`config.mk`:
```
export PLATFORM = sky130hd
export DESIGN_NAME = uart_match_ctrl_flat
export DESIGN_NICKNAME = d
export VERILOG_FILES = /design/src/rtl/uart_match_ctrl_if.sv /design/src/rtl/uart_match_ctrl.sv /design/src/flat_wrapper.sv
export SDC_FILE = /design/constraint.sdc
export NUM_CORES = 1
export LEC_CHECK = 0
export ABC_AREA = 1
export CORE_AREA = 2 2 77 116
export DETAILED_ROUTE_END_ITERATION = 12
export DIE_AREA = 0 0 79 118
export HOLD_SLACK_MARGIN = 0.02
export PLACE_DENSITY = 0.82
export SLEW_MARGIN = 25
export SYNTH_ARGS = -nofsm -noshare
export SYNTH_HDL_FRONTEND = slang
export SYNTH_SLANG_ARGS = --single-unit
```
`constraint.sdc`:
```
create_clock -name sys_clk -period 4.45 [get_ports sys_clk]
set_clock_uncertainty 0.05 [all_clocks]
set_input_delay 0.89 -clock sys_clk [delete_from_list [all_inputs] [get_ports sys_clk]]
set_output_delay 0.89 -clock sys_clk [all_outputs]
set_load 0.01 [all_outputs]
```
`src/rtl/uart_match_ctrl_if.sv`:
```
// ---------------------------------------------------------------------------
// uart_match_ctrl_if
//   Signal bundle between the UART byte receiver / pattern matcher side and
//   the uart_match_ctrl command controller.
//
//   Handshake: rx_valid is a one-cycle strobe qualifying rx_data. There is no
//   ready/back-pressure path; the controller samples every strobe on the
//   cycle it is high. rx_frame_err is a one-cycle strobe that marks the frame
//   delivered in that same cycle as corrupt. match_in is a one-cycle pulse
//   per detected pattern. All controller outputs are registered.
//
//   Signals (direction seen from the controller, modport slave):
//     rx_data      in   8      received UART byte
//     rx_valid     in   1      byte strobe
//     rx_frame_err in   1      stop-bit error strobe
//     match_in     in   1      matcher hit pulse
//     pat_value    out  8      pattern value, bits >= pat_len are zero
//     pat_len      out  4      pattern length 1..8
//     matcher_en   out  1      matcher enable
//     matcher_clr  out  1      one-cycle matcher history flush
//     match_count  out  CNT_W  saturating hit counter
//     match_irq    out  1      sticky threshold interrupt
//     cmd_err      out  1      one-cycle rejected/aborted command pulse
//     busy         out  1      multi-byte command in progress
//     dbg_state    out  3      controller FSM state, for observation only
// ---------------------------------------------------------------------------
interface uart_match_ctrl_if #(
  parameter int CNT_W = 16
);
  logic [7:0]       rx_data;
  logic             rx_valid;
  logic             rx_frame_err;
  logic             match_in;
  logic [7:0]       pat_value;
  logic [3:0]       pat_len;
  logic             matcher_en;
  logic             matcher_clr;
  logic [CNT_W-1:0] match_count;
  logic             match_irq;
  logic             cmd_err;
  logic             busy;
  logic [2:0]       dbg_state;

  // Receiver/matcher side: drives bytes and hits, observes configuration.
  modport master (
    output rx_data, rx_valid, rx_frame_err, match_in,
    input  pat_value, pat_len, matcher_en, matcher_clr,
    input  match_count, match_irq, cmd_err, busy, dbg_state
  );

  // Controller side.
  modport slave (
    input  rx_data, rx_valid, rx_frame_err, match_in,
    output pat_value, pat_len, matcher_en, matcher_clr,
    output match_count, match_irq, cmd_err, busy, dbg_state
  );
endinterface

```
`src/rtl/uart_match_ctrl.sv`:
```
// ---------------------------------------------------------------------------
// uart_match_ctrl
//   Command-driven configuration and event controller for the UART
//   pattern-match datapath. Decodes command bytes from the UART receiver:
//     'E' (0x45)          enable matcher
//     'D' (0x44)          disable matcher
//     'C' (0x43)          clear hit counter and irq, flush matcher
//     'P' (0x50) len val  load pattern length (1..8) and value
//     'T' (0x54) thr      load irq threshold (0 disables the irq)
//   Counts matcher hits (saturating) and raises a sticky threshold irq.
//   Multi-byte commands abort on a frame error or on TIMEOUT_CYC cycles
//   without a byte.
//
//   Ports:
//     sys_clk  in   system clock
//     reset    in   asynchronous active-low reset
//     bus      slave modport of uart_match_ctrl_if (see that file)
// ---------------------------------------------------------------------------
module uart_match_ctrl #(
  parameter int         CNT_W       = 16,
  parameter logic [7:0] DEF_PATTERN = 8'h06,
  parameter int         DEF_LEN     = 4,
  parameter int         TIMEOUT_CYC = 25000
) (
  input  logic              sys_clk,
  input  logic              reset,
  uart_match_ctrl_if.slave  bus
);

  localparam int TMO_W = $clog2(TIMEOUT_CYC + 1);
  localparam logic [TMO_W-1:0] TMO_LAST = TMO_W'(TIMEOUT_CYC - 1);

  localparam logic [7:0] CMD_E = 8'h45;
  localparam logic [7:0] CMD_D = 8'h44;
  localparam logic [7:0] CMD_C = 8'h43;
  localparam logic [7:0] CMD_P = 8'h50;
  localparam logic [7:0] CMD_T = 8'h54;

  typedef enum logic [2:0] {
    S_IDLE    = 3'd0,
    S_GET_LEN = 3'd1,
    S_GET_VAL = 3'd2,
    S_GET_THR = 3'd3,
    S_APPLY   = 3'd4
  } state_t;

  // Keeps only the low 'len' bits of a pattern value.
  function automatic logic [7:0] len_mask(input logic [3:0] len);
    logic [7:0] m;
    for (int i = 0; i < 8; i++) begin
      m[i] = (i < int'(len));
    end
    return m;
  endfunction

  localparam logic [3:0] RST_LEN   = 4'(DEF_LEN);
  localparam logic [7:0] RST_VALUE = DEF_PATTERN & len_mask(RST_LEN);

  state_t           r_state;
  logic [7:0]       r_pat_value;
  logic [3:0]       r_pat_len;
  logic [3:0]       r_len_lat;
  logic             r_en;
  logic             r_saved_en;
  logic             r_clr;
  logic             r_err;
  logic             r_busy;
  logic [CNT_W-1:0] r_count;
  logic [CNT_W-1:0] r_thr;
  logic             r_irq;
  logic [TMO_W-1:0] r_tmo;

  logic             w_in_get;
  logic             w_byte_ok;
  logic             w_tmo_hit;
  logic             w_cmd_clear;
  logic             w_count_ok;
  logic [CNT_W-1:0] w_count_nxt;
  logic [CNT_W-1:0] w_thr_nxt;
  logic             w_irq_nxt;
  logic             w_len_legal;

  always_comb begin
    w_in_get    = (r_state == S_GET_LEN) || (r_state == S_GET_VAL) ||
                  (r_state == S_GET_THR);
    // A byte that arrives with a frame error is never interpreted.
    w_byte_ok   = bus.rx_valid && !bus.rx_frame_err;
    w_tmo_hit   = w_in_get && !bus.rx_valid && (r_tmo == TMO_LAST);
    w_cmd_clear = (r_state == S_IDLE) && w_byte_ok && (bus.rx_data == CMD_C);
    w_len_legal = (bus.rx_data >= 8'd1) && (bus.rx_data <= 8'd8);

    // Enable is sampled before any command updates it, so a 'D' in the same
    // cycle as a hit still lets that hit count. Hits during APPLY are
    // dropped because the matcher history is being flushed then.
    w_count_ok  = bus.match_in && r_en && (r_state != S_APPLY);

    w_count_nxt = r_count;
    if (w_cmd_clear) begin
      w_count_nxt = '0;
    end else if (w_count_ok && (r_count != {CNT_W{1'b1}})) begin
      w_count_nxt = r_count + 1'b1;
    end

    w_thr_nxt = r_thr;
    if ((r_state == S_GET_THR) && w_byte_ok) begin
      w_thr_nxt = CNT_W'(bus.rx_data);
    end

    // Sticky: only a 'C' (or reset) drops the irq, raising the threshold
    // later does not.
    if (w_cmd_clear) begin
      w_irq_nxt = 1'b0;
    end else begin
      w_irq_nxt = r_irq || ((w_thr_nxt != '0) && (w_count_nxt >= w_thr_nxt));
    end
  end

  always_ff @(posedge sys_clk or negedge reset) begin
    if (!reset) begin
      r_state     <= S_IDLE;
      r_pat_value <= RST_VALUE;
      r_pat_len   <= RST_LEN;
      r_len_lat   <= RST_LEN;
      r_en        <= 1'b1;
      r_saved_en  <= 1'b1;
      r_clr       <= 1'b0;
      r_err       <= 1'b0;
      r_busy      <= 1'b0;
      r_count     <= '0;
      r_thr       <= '0;
      r_irq       <= 1'b0;
      r_tmo       <= '0;
    end else begin
      r_clr   <= 1'b0;
      r_err   <= 1'b0;
      r_count <= w_count_nxt;
      r_thr   <= w_thr_nxt;
      r_irq   <= w_irq_nxt;

      // Inter-byte timer: restarts whenever a byte arrives or no command is
      // open.
      if (!w_in_get || bus.rx_valid) begin
        r_tmo <= '0;
      end else begin
        r_tmo <= r_tmo + 1'b1;
      end

      unique case (r_state)
        S_IDLE: begin
          if (w_byte_ok) begin
            unique case (bus.rx_data)
              CMD_E: r_en <= 1'b1;
              CMD_D: r_en <= 1'b0;
              CMD_C: r_clr <= 1'b1;
              CMD_P: begin
                // Matcher is held off while the pattern is being rewritten.
                r_saved_en <= r_en;
                r_en       <= 1'b0;
                r_state    <= S_GET_LEN;
                r_busy     <= 1'b1;
              end
              CMD_T: begin
                r_state <= S_GET_THR;
                r_busy  <= 1'b1;
              end
              default: r_err <= 1'b1;
            endcase
          end
        end

        S_GET_LEN: begin
          if (bus.rx_frame_err || w_tmo_hit) begin
            r_err   <= 1'b1;
            r_en    <= r_saved_en;
            r_state <= S_IDLE;
            r_busy  <= 1'b0;
          end else if (bus.rx_valid) begin
            if (w_len_legal) begin
              r_len_lat <= bus.rx_data[3:0];
              r_state   <= S_GET_VAL;
            end else begin
              r_err   <= 1'b1;
              r_en    <= r_saved_en;
              r_state <= S_IDLE;
              r_busy  <= 1'b0;
            end
          end
        end

        S_GET_VAL: begin
          if (bus.rx_frame_err || w_tmo_hit) begin
            r_err   <= 1'b1;
            r_en    <= r_saved_en;
            r_state <= S_IDLE;
            r_busy  <= 1'b0;
          end else if (bus.rx_valid) begin
            // Length and value switch together and are visible during the
            // APPLY cycle, alongside the flush pulse.
            r_pat_len   <= r_len_lat;
            r_pat_value <= bus.rx_data & len_mask(r_len_lat);
            r_clr       <= 1'b1;
            r_en        <= r_saved_en;
            r_state     <= S_APPLY;
          end
        end

        S_GET_THR: begin
          if (bus.rx_frame_err || w_tmo_hit) begin
            r_err   <= 1'b1;
            r_state <= S_IDLE;
            r_busy  <= 1'b0;
          end else if (bus.rx_valid) begin
            r_state <= S_IDLE;
            r_busy  <= 1'b0;
          end
        end

        S_APPLY: begin
          // Single cycle; a byte arriving here would be ignored, which the
          // UART byte spacing never allows.
          r_state <= S_IDLE;
          r_busy  <= 1'b0;
        end

        default: begin
          r_state <= S_IDLE;
          r_busy  <= 1'b0;
        end
      endcase
    end
  end

  assign bus.pat_value   = r_pat_value;
  assign bus.pat_len     = r_pat_len;
  assign bus.matcher_en  = r_en;
  assign bus.matcher_clr = r_clr;
  assign bus.match_count = r_count;
  assign bus.match_irq   = r_irq;
  assign bus.cmd_err     = r_err;
  assign bus.busy        = r_busy;
  assign bus.dbg_state   = r_state;

endmodule

```
`src/flat_wrapper.sv`:
```
// flat-port wrapper written by rule: the top's interface ports become plain ports
module uart_match_ctrl_flat 
#(
  parameter int         CNT_W       = 16,
  parameter logic [7:0] DEF_PATTERN = 8'h06,
  parameter int         DEF_LEN     = 4,
  parameter int         TIMEOUT_CYC = 25000
)
  (sys_clk, reset, bus_rx_data, bus_rx_valid, bus_rx_frame_err, bus_match_in, bus_pat_value, bus_pat_len, bus_matcher_en, bus_matcher_clr, bus_match_count, bus_match_irq, bus_cmd_err, bus_busy, bus_dbg_state);
  uart_match_ctrl_if #(.CNT_W(CNT_W)) bus_i ();
  input  logic sys_clk;
  input  logic reset;
  input wire logic [$bits(bus_i.rx_data)-1:0] bus_rx_data;
  input wire logic [$bits(bus_i.rx_valid)-1:0] bus_rx_valid;
  input wire logic [$bits(bus_i.rx_frame_err)-1:0] bus_rx_frame_err;
  input wire logic [$bits(bus_i.match_in)-1:0] bus_match_in;
  output wire logic [$bits(bus_i.pat_value)-1:0] bus_pat_value;
  output wire logic [$bits(bus_i.pat_len)-1:0] bus_pat_len;
  output wire logic [$bits(bus_i.matcher_en)-1:0] bus_matcher_en;
  output wire logic [$bits(bus_i.matcher_clr)-1:0] bus_matcher_clr;
  output wire logic [$bits(bus_i.match_count)-1:0] bus_match_count;
  output wire logic [$bits(bus_i.match_irq)-1:0] bus_match_irq;
  output wire logic [$bits(bus_i.cmd_err)-1:0] bus_cmd_err;
  output wire logic [$bits(bus_i.busy)-1:0] bus_busy;
  output wire logic [$bits(bus_i.dbg_state)-1:0] bus_dbg_state;
  assign bus_i.rx_data = bus_rx_data;
  assign bus_i.rx_valid = bus_rx_valid;
  assign bus_i.rx_frame_err = bus_rx_frame_err;
  assign bus_i.match_in = bus_match_in;
  assign bus_pat_value = bus_i.pat_value;
  assign bus_pat_len = bus_i.pat_len;
  assign bus_matcher_en = bus_i.matcher_en;
  assign bus_matcher_clr = bus_i.matcher_clr;
  assign bus_match_count = bus_i.match_count;
  assign bus_match_irq = bus_i.match_irq;
  assign bus_cmd_err = bus_i.cmd_err;
  assign bus_busy = bus_i.busy;
  assign bus_dbg_state = bus_i.dbg_state;
  uart_match_ctrl #(.CNT_W(CNT_W), .DEF_PATTERN(DEF_PATTERN), .DEF_LEN(DEF_LEN), .TIMEOUT_CYC(TIMEOUT_CYC)) u_core (.sys_clk(sys_clk), .reset(reset), .bus(bus_i));
endmodule
```
* Word-level counts from Yosys, hierarchy flattened
Cells that the tools add are included.
** Word-level totals
- Register bits :: 72
- Latch bits :: 0
- RAM bits :: 0
- Bits in read-only memories :: 0
- Bits of input ports :: 13
- Output and inout port bits :: 36
- Logic and storage cells :: 124
- Memories :: 0
** Operators by class
- Add/sub/neg operators :: 2
- Multiply operators :: 0
- Divide/modulo/power cells :: 0
- Order comparisons :: 11
- Equality and inequality tests :: 20
- Shift operators :: 0
- Mux-type cells :: 44
- Bitwise gates (word level) :: 2
- Reduce and logical (&&, ||, !) cells :: 32
** Operators by type and width (count)
- two-way mux 16 bit :: 3
- equality test 8 x 7 -> 1 bit (second input constant) :: 5
- two-way mux 1 bit :: 25
- two-way mux 3 bit :: 7
- != test 3 bit (second input constant) :: 7
- adder 16 x 1 -> 16 bit (second input constant) :: 1
- >= comparator 16 bit :: 1
- less-than comparator 3 x 4 -> 1 bit (first input constant) :: 4
- != test 16 bit (second input constant) :: 1
- nonzero test 16 bit :: 1
- adder 15 x 1 -> 15 bit (second input constant) :: 1
- equality test 15 bit (second input constant) :: 1
- two-way mux 15 bit :: 1
- one-hot mux 3 bit (4 select lines) :: 1
- AND reduction 6 bit :: 2
- logical AND 1 bit :: 11
- bitwise AND 8 bit :: 1
- >= comparator 8 x 1 -> 1 bit (second input constant) :: 1
- <= comparator 8 x 4 -> 1 bit (second input constant) :: 1
- less-than comparator 1 x 4 -> 1 bit (first input constant) :: 2
- less-than comparator 2 x 4 -> 1 bit (first input constant) :: 2
- equality test 3 x 2 -> 1 bit (second input constant) :: 2
- one-hot mux 1 bit (3 select lines) :: 2
- one-hot mux 3 bit (2 select lines) :: 1
- 16 further kinds :: 27

* Longest topological paths before layout
- Depth in word-level cells :: 9
- Mapped depth :: 21
- Gate-level depth less buffers :: 21

* Worst setup path before layout
No wires, ideal clock.
- Kind :: input -> register
- Start point :: input port bus_rx_data[7]
- End point :: register u_core.r_irq (netlist: u_core.bus.match_irq)
- Setup time :: 0.077 ns
- Data arrival time :: 2.619 ns
- Data required time :: 4.323 ns
- Path slack :: 1.704 ns
- Stages :: 14
- Buffers on the path :: 1
- Path through :: inv_1 > nand2_1 > nor2_1 > nand4_1 > nor2_1 > buf_4 > a21oi_1 > ha_1 > nand2_1 > nor4_1 > nand2_1 > nand3_1 > nand2_1 > a21oi_1
** On the way
- Cells in the longest elaborated chain, start to end :: 7
- Elaborated cells between the ends (all ways) :: 9
- Those cells by class :: order compare (1); eq/ne (1); mux (3); reduce/logical (4)
** Ends and longest elaborated chain
- start, declared :: line flat_wrapper.sv:13 : input wire logic [$bits(bus_i.rx_data)-1:0] bus_rx_data;
- equality test 8 x 7 -> 1 bit :: line uart_match_ctrl.sv:89 : w_cmd_clear = (r_state == S_IDLE) && w_byte_ok && (bus.rx_data == CMD_C);
- logical AND 1 bit :: line uart_match_ctrl.sv:89
- two-way mux 16 bit :: line uart_match_ctrl.sv:98 : if (w_cmd_clear) begin
- via u_core.w_count_nxt[15] :: line uart_match_ctrl.sv:78 : logic [CNT_W-1:0] w_count_nxt;
- >= comparator 16 bit :: line uart_match_ctrl.sv:114 : w_irq_nxt = r_irq || ((w_thr_nxt != '0) && (w_count_nxt >= w_thr_nxt));
- logical AND 1 bit :: line uart_match_ctrl.sv:114
- logical OR 1 bit :: line uart_match_ctrl.sv:114
- two-way mux 1 bit :: line uart_match_ctrl.sv:111 : if (w_cmd_clear) begin
- via u_core.w_irq_nxt :: line uart_match_ctrl.sv:80 : logic w_irq_nxt;
- end signal, assigned :: line uart_match_ctrl.sv:138 : r_irq <= w_irq_nxt;
- end, declared :: line uart_match_ctrl.sv:70 : logic r_irq;
The timed path passes the listed nets, and every way through them passes these cells.
A chain may end at the register's enable or synchronous reset.

* Worst setup path after layout
- Start point :: input port bus_match_in
- End point :: register u_core.r_irq (netlist: u_core.bus.match_irq)
** On the way
- Cells in the longest elaborated chain, start to end :: 9
** Ends and longest elaborated chain
- start, declared :: line flat_wrapper.sv:16 : input wire logic [$bits(bus_i.match_in)-1:0] bus_match_in;
- logical AND 1 bit (2 in series) :: line uart_match_ctrl.sv:95 : w_count_ok = bus.match_in && r_en && (r_state != S_APPLY);
- logical AND 1 bit :: line uart_match_ctrl.sv:100 : end else if (w_count_ok && (r_count != {CNT_W{1'b1}})) begin
- two-way mux 16 bit :: line uart_match_ctrl.sv:100
- two-way mux 16 bit :: line uart_match_ctrl.sv:98
- via u_core.w_count_nxt[10] :: line uart_match_ctrl.sv:78
- >= comparator 16 bit :: line uart_match_ctrl.sv:114
- logical AND 1 bit :: line uart_match_ctrl.sv:114
- logical OR 1 bit :: line uart_match_ctrl.sv:114
- two-way mux 1 bit :: line uart_match_ctrl.sv:111
- via u_core.w_irq_nxt :: line uart_match_ctrl.sv:80
The timed path passes the listed nets, and every way through them passes these cells.

==> flow_summary.html <==
<table>
<tr><th>Metric</th><th>Value</th></tr>
<tr><th colspan="2">Synth</th></tr>
<tr><td>Share of the synthesized area in the top cell type</td><td>0.4080</td></tr>
<tr><td>Most area-hungry cell type in the Yosys netlist</td><td>sky130_fd_sc_hd__dfrtp_1</td></tr>
<tr><td>Synthesized area per cell</td><td>7.427 um2</td></tr>
<tr><td>Flip-flop cell with the highest count after synthesis</td><td>sky130_fd_sc_hd__dfrtp_1</td></tr>
<tr><td>Asr flop ratio synth</td><td>1.000</td></tr>
<tr><td>List of most frequent post-synthesis cells</td><td>154 x sky130_fd_sc_hd__nand2_1, 90 x sky130_fd_sc_hd__inv_1, 66 x sky130_fd_sc_hd__dfrtp_1</td></tr>
<tr><td>EDFF count, synth</td><td>0</td></tr>
<tr><td>Post-synthesis net count</td><td>around 580</td></tr>
<tr><td>Unique cell type count in the Yosys netlist</td><td>34</td></tr>
<tr><td>Netlist area before placement</td><td>0.004048 mm2</td></tr>
<tr><td>Count of state elements after synthesis</td><td>72</td></tr>
<tr><td>Total of warnings raised by yosys</td><td>0</td></tr>
<tr><td>Most numerous cell in the Yosys netlist</td><td>sky130_fd_sc_hd__nand2_1</td></tr>
<tr><td>Sequential area share after synthesis</td><td>0.4470</td></tr>
<tr><td>Synth top area cells</td><td>sky130_fd_sc_hd__dfrtp_1 41%, sky130_fd_sc_hd__nand2_1 14%, sky130_fd_sc_hd__inv_1 8.3%</td></tr>
<tr><td>Post-synthesis cell count</td><td>between 500 and 600</td></tr>
<tr><th colspan="2">STA</th></tr>
<tr><td>Final TNS setup</td><td>0 ns</td></tr>
<tr><td>Measured slew at the worst slew-check pin</td><td>about 0.64 ns</td></tr>
<tr><td>Post-route clock period utilization</td><td>0.7858</td></tr>
<tr><td>Final setup fails</td><td>0</td></tr>
<tr><td>Hold violation count in the final report</td><td>0</td></tr>
<tr><td>Max Fclk</td><td>0.2860 GHz</td></tr>
<tr><td>Worst slew margin</td><td>0.5722</td></tr>
<tr><td>Post-route worst setup slack</td><td>0.9534 ns</td></tr>
<tr><td>RSZ-0062 raised after global routing</td><td>false</td></tr>
<tr><td>Minimum period implied by the final worst setup slack</td><td>3.497 ns</td></tr>
<tr><td>Number of pins exceeding their max-slew limit in the final report</td><td>0</td></tr>
<tr><th colspan="2">Setup path</th></tr>
<tr><td>Crit path arrival time</td><td>roughly 3.7 ns</td></tr>
<tr><td>Critical-path top delay cell</td><td>sky130_fd_sc_hd__clkdlybuf4s50_1</td></tr>
<tr><td>CP top delay family</td><td>simple AND/OR/NAND/NOR gates</td></tr>
<tr><td>CP peak stage delay</td><td>0.45 ns</td></tr>
<tr><td>Crit path max fanout</td><td>13</td></tr>
<tr><td>Worst Path Required</td><td>4.66 ns</td></tr>
<tr><td>Critical path capture point type</td><td>register</td></tr>
<tr><td>Worst reg2reg startpoint</td><td>u_core.bus.match_count[0]</td></tr>
<tr><td>Crit Path Category</td><td>in2reg</td></tr>
<tr><td>Critical path startpoint</td><td>bus_match_in</td></tr>
<tr><td>Crit-path most repeated cell</td><td>sky130_fd_sc_hd__nand2_1</td></tr>
<tr><td>Buffers &amp; Inverters on Critical Path</td><td>3</td></tr>
<tr><td>Critical path startpoint category</td><td>primary input</td></tr>
<tr><td>CP cell instances</td><td>clkdlybuf4s50_1 &gt; nand2_1 &gt; a21oi_1 &gt; nand2_1 &gt; inv_1 &gt; nand2_1 &gt; inv_1 &gt; nand2_1 &gt; nor2_1 &gt; nor2_1 &gt; ha_1 &gt; nand2_1 &gt; nor4_1 &gt; nand2_1 &gt; nand3_1 &gt; nand2_1 &gt; a21oi_1</td></tr>
<tr><th colspan="2">Global route</th></tr>
<tr><td>Global route overflow</td><td>0</td></tr>
<tr><td>M2 GR Usage</td><td>0.3761</td></tr>
<tr><td>Wire length of the first global-routing pass</td><td>about 16 mm</td></tr>
<tr><td>Global Route Usage Sum</td><td>0.2219</td></tr>
<tr><td>Via count of the first global-routing pass</td><td>3719</td></tr>
<tr><td>Maximum number of pins on one net before global-route repair</td><td>30</td></tr>
<tr><td>Global route hottest layer</td><td>met2</td></tr>
<tr><td>Met3 layer usage reported by global route</td><td>0.04908</td></tr>
<tr><td>Met1 usage</td><td>0.2518</td></tr>
<tr><td>Initial antenna violation count</td><td>0</td></tr>
<tr><th colspan="2">Place</th></tr>
<tr><td>Routability congestion estimate from global placement</td><td>0.9144</td></tr>
<tr><td>Post-Place Setup Slack</td><td>about 0.68 ns</td></tr>
<tr><td>PortBufs</td><td>48</td></tr>
<tr><td>Half-perimeter wire length of the detailed placement result</td><td>7.371 mm</td></tr>
<tr><th colspan="2">Hold path</th></tr>
<tr><td>Start point of the worst hold path</td><td>u_core.r_tmo[0]</td></tr>
<tr><td>Classification of the worst-slack hold path</td><td>reg2reg</td></tr>
<tr><th colspan="2">Pwr</th></tr>
<tr><td>Flop pwr share</td><td>0.403</td></tr>
<tr><td>Leakage component of the power</td><td>2.496 nW</td></tr>
<tr><td>VDD IR max</td><td>~260 uV</td></tr>
<tr><td>Psw</td><td>0.5993 mW</td></tr>
<tr><td>Internal portion of total power</td><td>1.334 mW</td></tr>
<tr><td>Net switching share of the total power</td><td>0.3100</td></tr>
<tr><td>Clock power share</td><td>0.373</td></tr>
<tr><td>Logic pwr share</td><td>0.224</td></tr>
<tr><td>Total power divided by cell area</td><td>392.2 mW/mm2</td></tr>
<tr><th colspan="2">Route</th></tr>
<tr><td>Detail-routed net length per standard cell</td><td>13.52 um</td></tr>
<tr><td>Routed via count</td><td>3710</td></tr>
<tr><td>Detailed-routing iteration count for the pre-antenna-repair pass</td><td>5</td></tr>
<tr><td>Antenna-violating nets left</td><td>0</td></tr>
<tr><td>Routed wire length</td><td>approximately 9.6 mm</td></tr>
<tr><td>Via density per instance</td><td>5.218</td></tr>
<tr><td>Iter 0 DRT Violations</td><td>229</td></tr>
<tr><td>Drt drc</td><td>0</td></tr>
<tr><th colspan="2">Clock tree</th></tr>
<tr><td>Post_cts resized</td><td>0</td></tr>
<tr><td>TritonCTS clock tree</td><td>yes</td></tr>
<tr><td>Clock Pin Slew Worst Setup and Hold Paths</td><td>0.06 ns</td></tr>
<tr><td>Clk Latency, worst-skew pair</td><td>0.34 ns</td></tr>
<tr><td>Clk sinks</td><td>72</td></tr>
<tr><td>Number of hold buffers added after CTS</td><td>0</td></tr>
<tr><td>Master cell of the clock root buffer</td><td>sky130_fd_sc_hd__clkbuf_16</td></tr>
<tr><td>Bufs on Longest Clock Path</td><td>2</td></tr>
<tr><td>Number of buffers created by CTS</td><td>9</td></tr>
<tr><td># H-tree levels</td><td>3</td></tr>
<tr><td>Post-CTS setup buffer count</td><td>0</td></tr>
<tr><th colspan="2">Floorplan</th></tr>
<tr><td>Core Area</td><td>0.008310 mm2</td></tr>
<tr><td>I/O pin count</td><td>49</td></tr>
<tr><td>Chip Width</td><td>approximately 79 um</td></tr>
<tr><td>Vertical die dimension</td><td>118 um</td></tr>
<tr><td>Initial core utilization</td><td>0.4871</td></tr>
<tr><td>Site Rows</td><td>between 40 and 50</td></tr>
<tr><td>Area of the die</td><td>0.009322 mm2</td></tr>
<tr><th colspan="2">Cells and area</th></tr>
<tr><td>Antenna Cells</td><td>0</td></tr>
<tr><td>Share of post-route cells with drive strength above 1</td><td>0.05795</td></tr>
<tr><td>Area grow syn2layout</td><td>21.79%</td></tr>
<tr><td>Number of nets at the end of the flow</td><td>630</td></tr>
<tr><th colspan="2">Status</th></tr>
<tr><td>Run status</td><td>finished, final reports clean</td></tr>
<tr><th colspan="2">Job</th></tr>
<tr><td>Max-Cap Viols</td><td>0</td></tr>
</table>
per-layer routing:
layer | part of all wire | up-vias
met1 | 0.40 | 1731
met5 | 0 | -
met4 | 0.039 | 0
met3 | 0.042 | 32
li1 | - | 1828
met2 | 0.52 | 119
per-stage QoR:
| step | hold slack [ns] | util | total power [mW] | cell area (um2) | instances |
|---|---|---|---|---|---|
| finish | 0.4140 | 0.5932 | 1.934 | 4930 | 711 |
| detailed placement | 0.4065 | 0.5574 | 1.222 | 4632 | 695 |
| global route | 0.4319 | 0.5932 | 2.040 | 4930 | 711 |
| global placement | 0.4003 | 0.5574 | 1.206 | 4632 | 695 |
| floorplan | 0.3829 | - | 1.017 | 4048 | 545 |
| CTS | 0.4161 | 0.5932 | 1.950 | 4930 | 711 |
layout by cell type, fill, tap and decap left out, types with 2 or more instances in the layout:
cell type and count:
sky130_fd_sc_hd__inv_1 90, sky130_fd_sc_hd__nor2_1 59, sky130_fd_sc_hd__clkinvlp_4 2, sky130_fd_sc_hd__clkinv_4 2, sky130_fd_sc_hd__dfstp_2 6, sky130_fd_sc_hd__o21ai_0 32
sky130_fd_sc_hd__a31oi_1 2, sky130_fd_sc_hd__dfrtp_1 66, sky130_fd_sc_hd__o211ai_1 2, sky130_fd_sc_hd__o21bai_1 2, sky130_fd_sc_hd__ha_1 18, sky130_fd_sc_hd__xnor2_1 5
sky130_fd_sc_hd__nor3_2 2, sky130_fd_sc_hd__nand3_1 34, sky130_fd_sc_hd__nand2_1 154, sky130_fd_sc_hd__nand4_1 6, sky130_fd_sc_hd__clkinv_2 2, sky130_fd_sc_hd__o21a_1 2
sky130_fd_sc_hd__and3_1 2, sky130_fd_sc_hd__a21oi_1 26, sky130_fd_sc_hd__nor2_4 2, sky130_fd_sc_hd__clkbuf_16 9, sky130_fd_sc_hd__nand2_2 2, sky130_fd_sc_hd__o31ai_1 2
sky130_fd_sc_hd__buf_4 3, sky130_fd_sc_hd__clkdlybuf4s50_1 47, sky130_fd_sc_hd__xor2_1 3, sky130_fd_sc_hd__nor3_1 12
power groups by stage:
| stage | Clock, mW | Sequential [mW] | Combinational, mW |
|---|---|---|---|
| 3_5_place_dp | 0 | 0.787 | 0.435 |
| 6_report | 0.721 | 0.779 | 0.433 |
| 4_1_cts | 0.735 | 0.778 | 0.437 |
| 5_1_grt | 0.763 | 0.787 | 0.489 |
| 3_3_place_gp | 0 | 0.787 | 0.419 |
| 2_1_floorplan | 0 | 0.792 | 0.225 |
registers in the layout (all words and copies together) (netlist names), 3 cells and up:
signal,flops
u_core.bus.dbg_state,3
u_core.bus.match_count,16
u_core.bus.pat_len,4
u_core.bus.pat_value,8
u_core.r_len_lat,4
u_core.r_thr,16
u_core.r_tmo,15
layout make-up:
cell class                      count  area (um2)
Clock inverter                      7       72.57
Clock buffer                        9       225.2
Inverter                           91       341.6
Sequential cell                    72        1809
Tap cell                          107       133.9
Fill cell                         770        3381
Timing Repair Buffer               51       498.0
Multi-Input combinational cell    374        1849
logic make-up (layout without fill, tap and decap cells):
| kind of cell | Yosys count | after routing | synth area share |
|---|---|---|---|
| multiplexers | 2 | 2 | 0.005255 |
| flip-flops | 72 | 72 | 0.4470 |
| buffers and inverters | 99 | 158 | 0.09613 |
| AND/OR/NAND/NOR | 276 | 276 | 0.2850 |
| AO/OA/AOI/OAI | 70 | 70 | 0.09366 |
| XOR/XNOR | 8 | 8 | 0.01731 |
| adder cells (fa/ha/maj) | 18 | 18 | 0.05564 |
worst register-to-register path: cells and delay by family, from the launching register on:
kind,cells,cell delay (ns)
AO/OA/AOI/OAI,1,0.12
buffers and inverters,2,0.35
adder cells (fa/ha/maj),2,0.49
flip-flops,1,0.42
AND/OR/NAND/NOR,14,1.80
path summary, 6_finish.rpt:
check	endpoint	slack [ns]	cells after the start
setup / recovery	u_core.bus.match_irq	0.95	17
hold / removal	u_core.r_tmo[0]	0.41	1
setup reg to reg	u_core.bus.match_irq	1.13	19
hold reg to reg	u_core.r_tmo[0]	0.41	1
max in group asynchronous	u_core.r_saved_en	3.01	2
min in group asynchronous	u_core.r_thr[15]	0.52	1
Power figures use the tool's default switching activity.
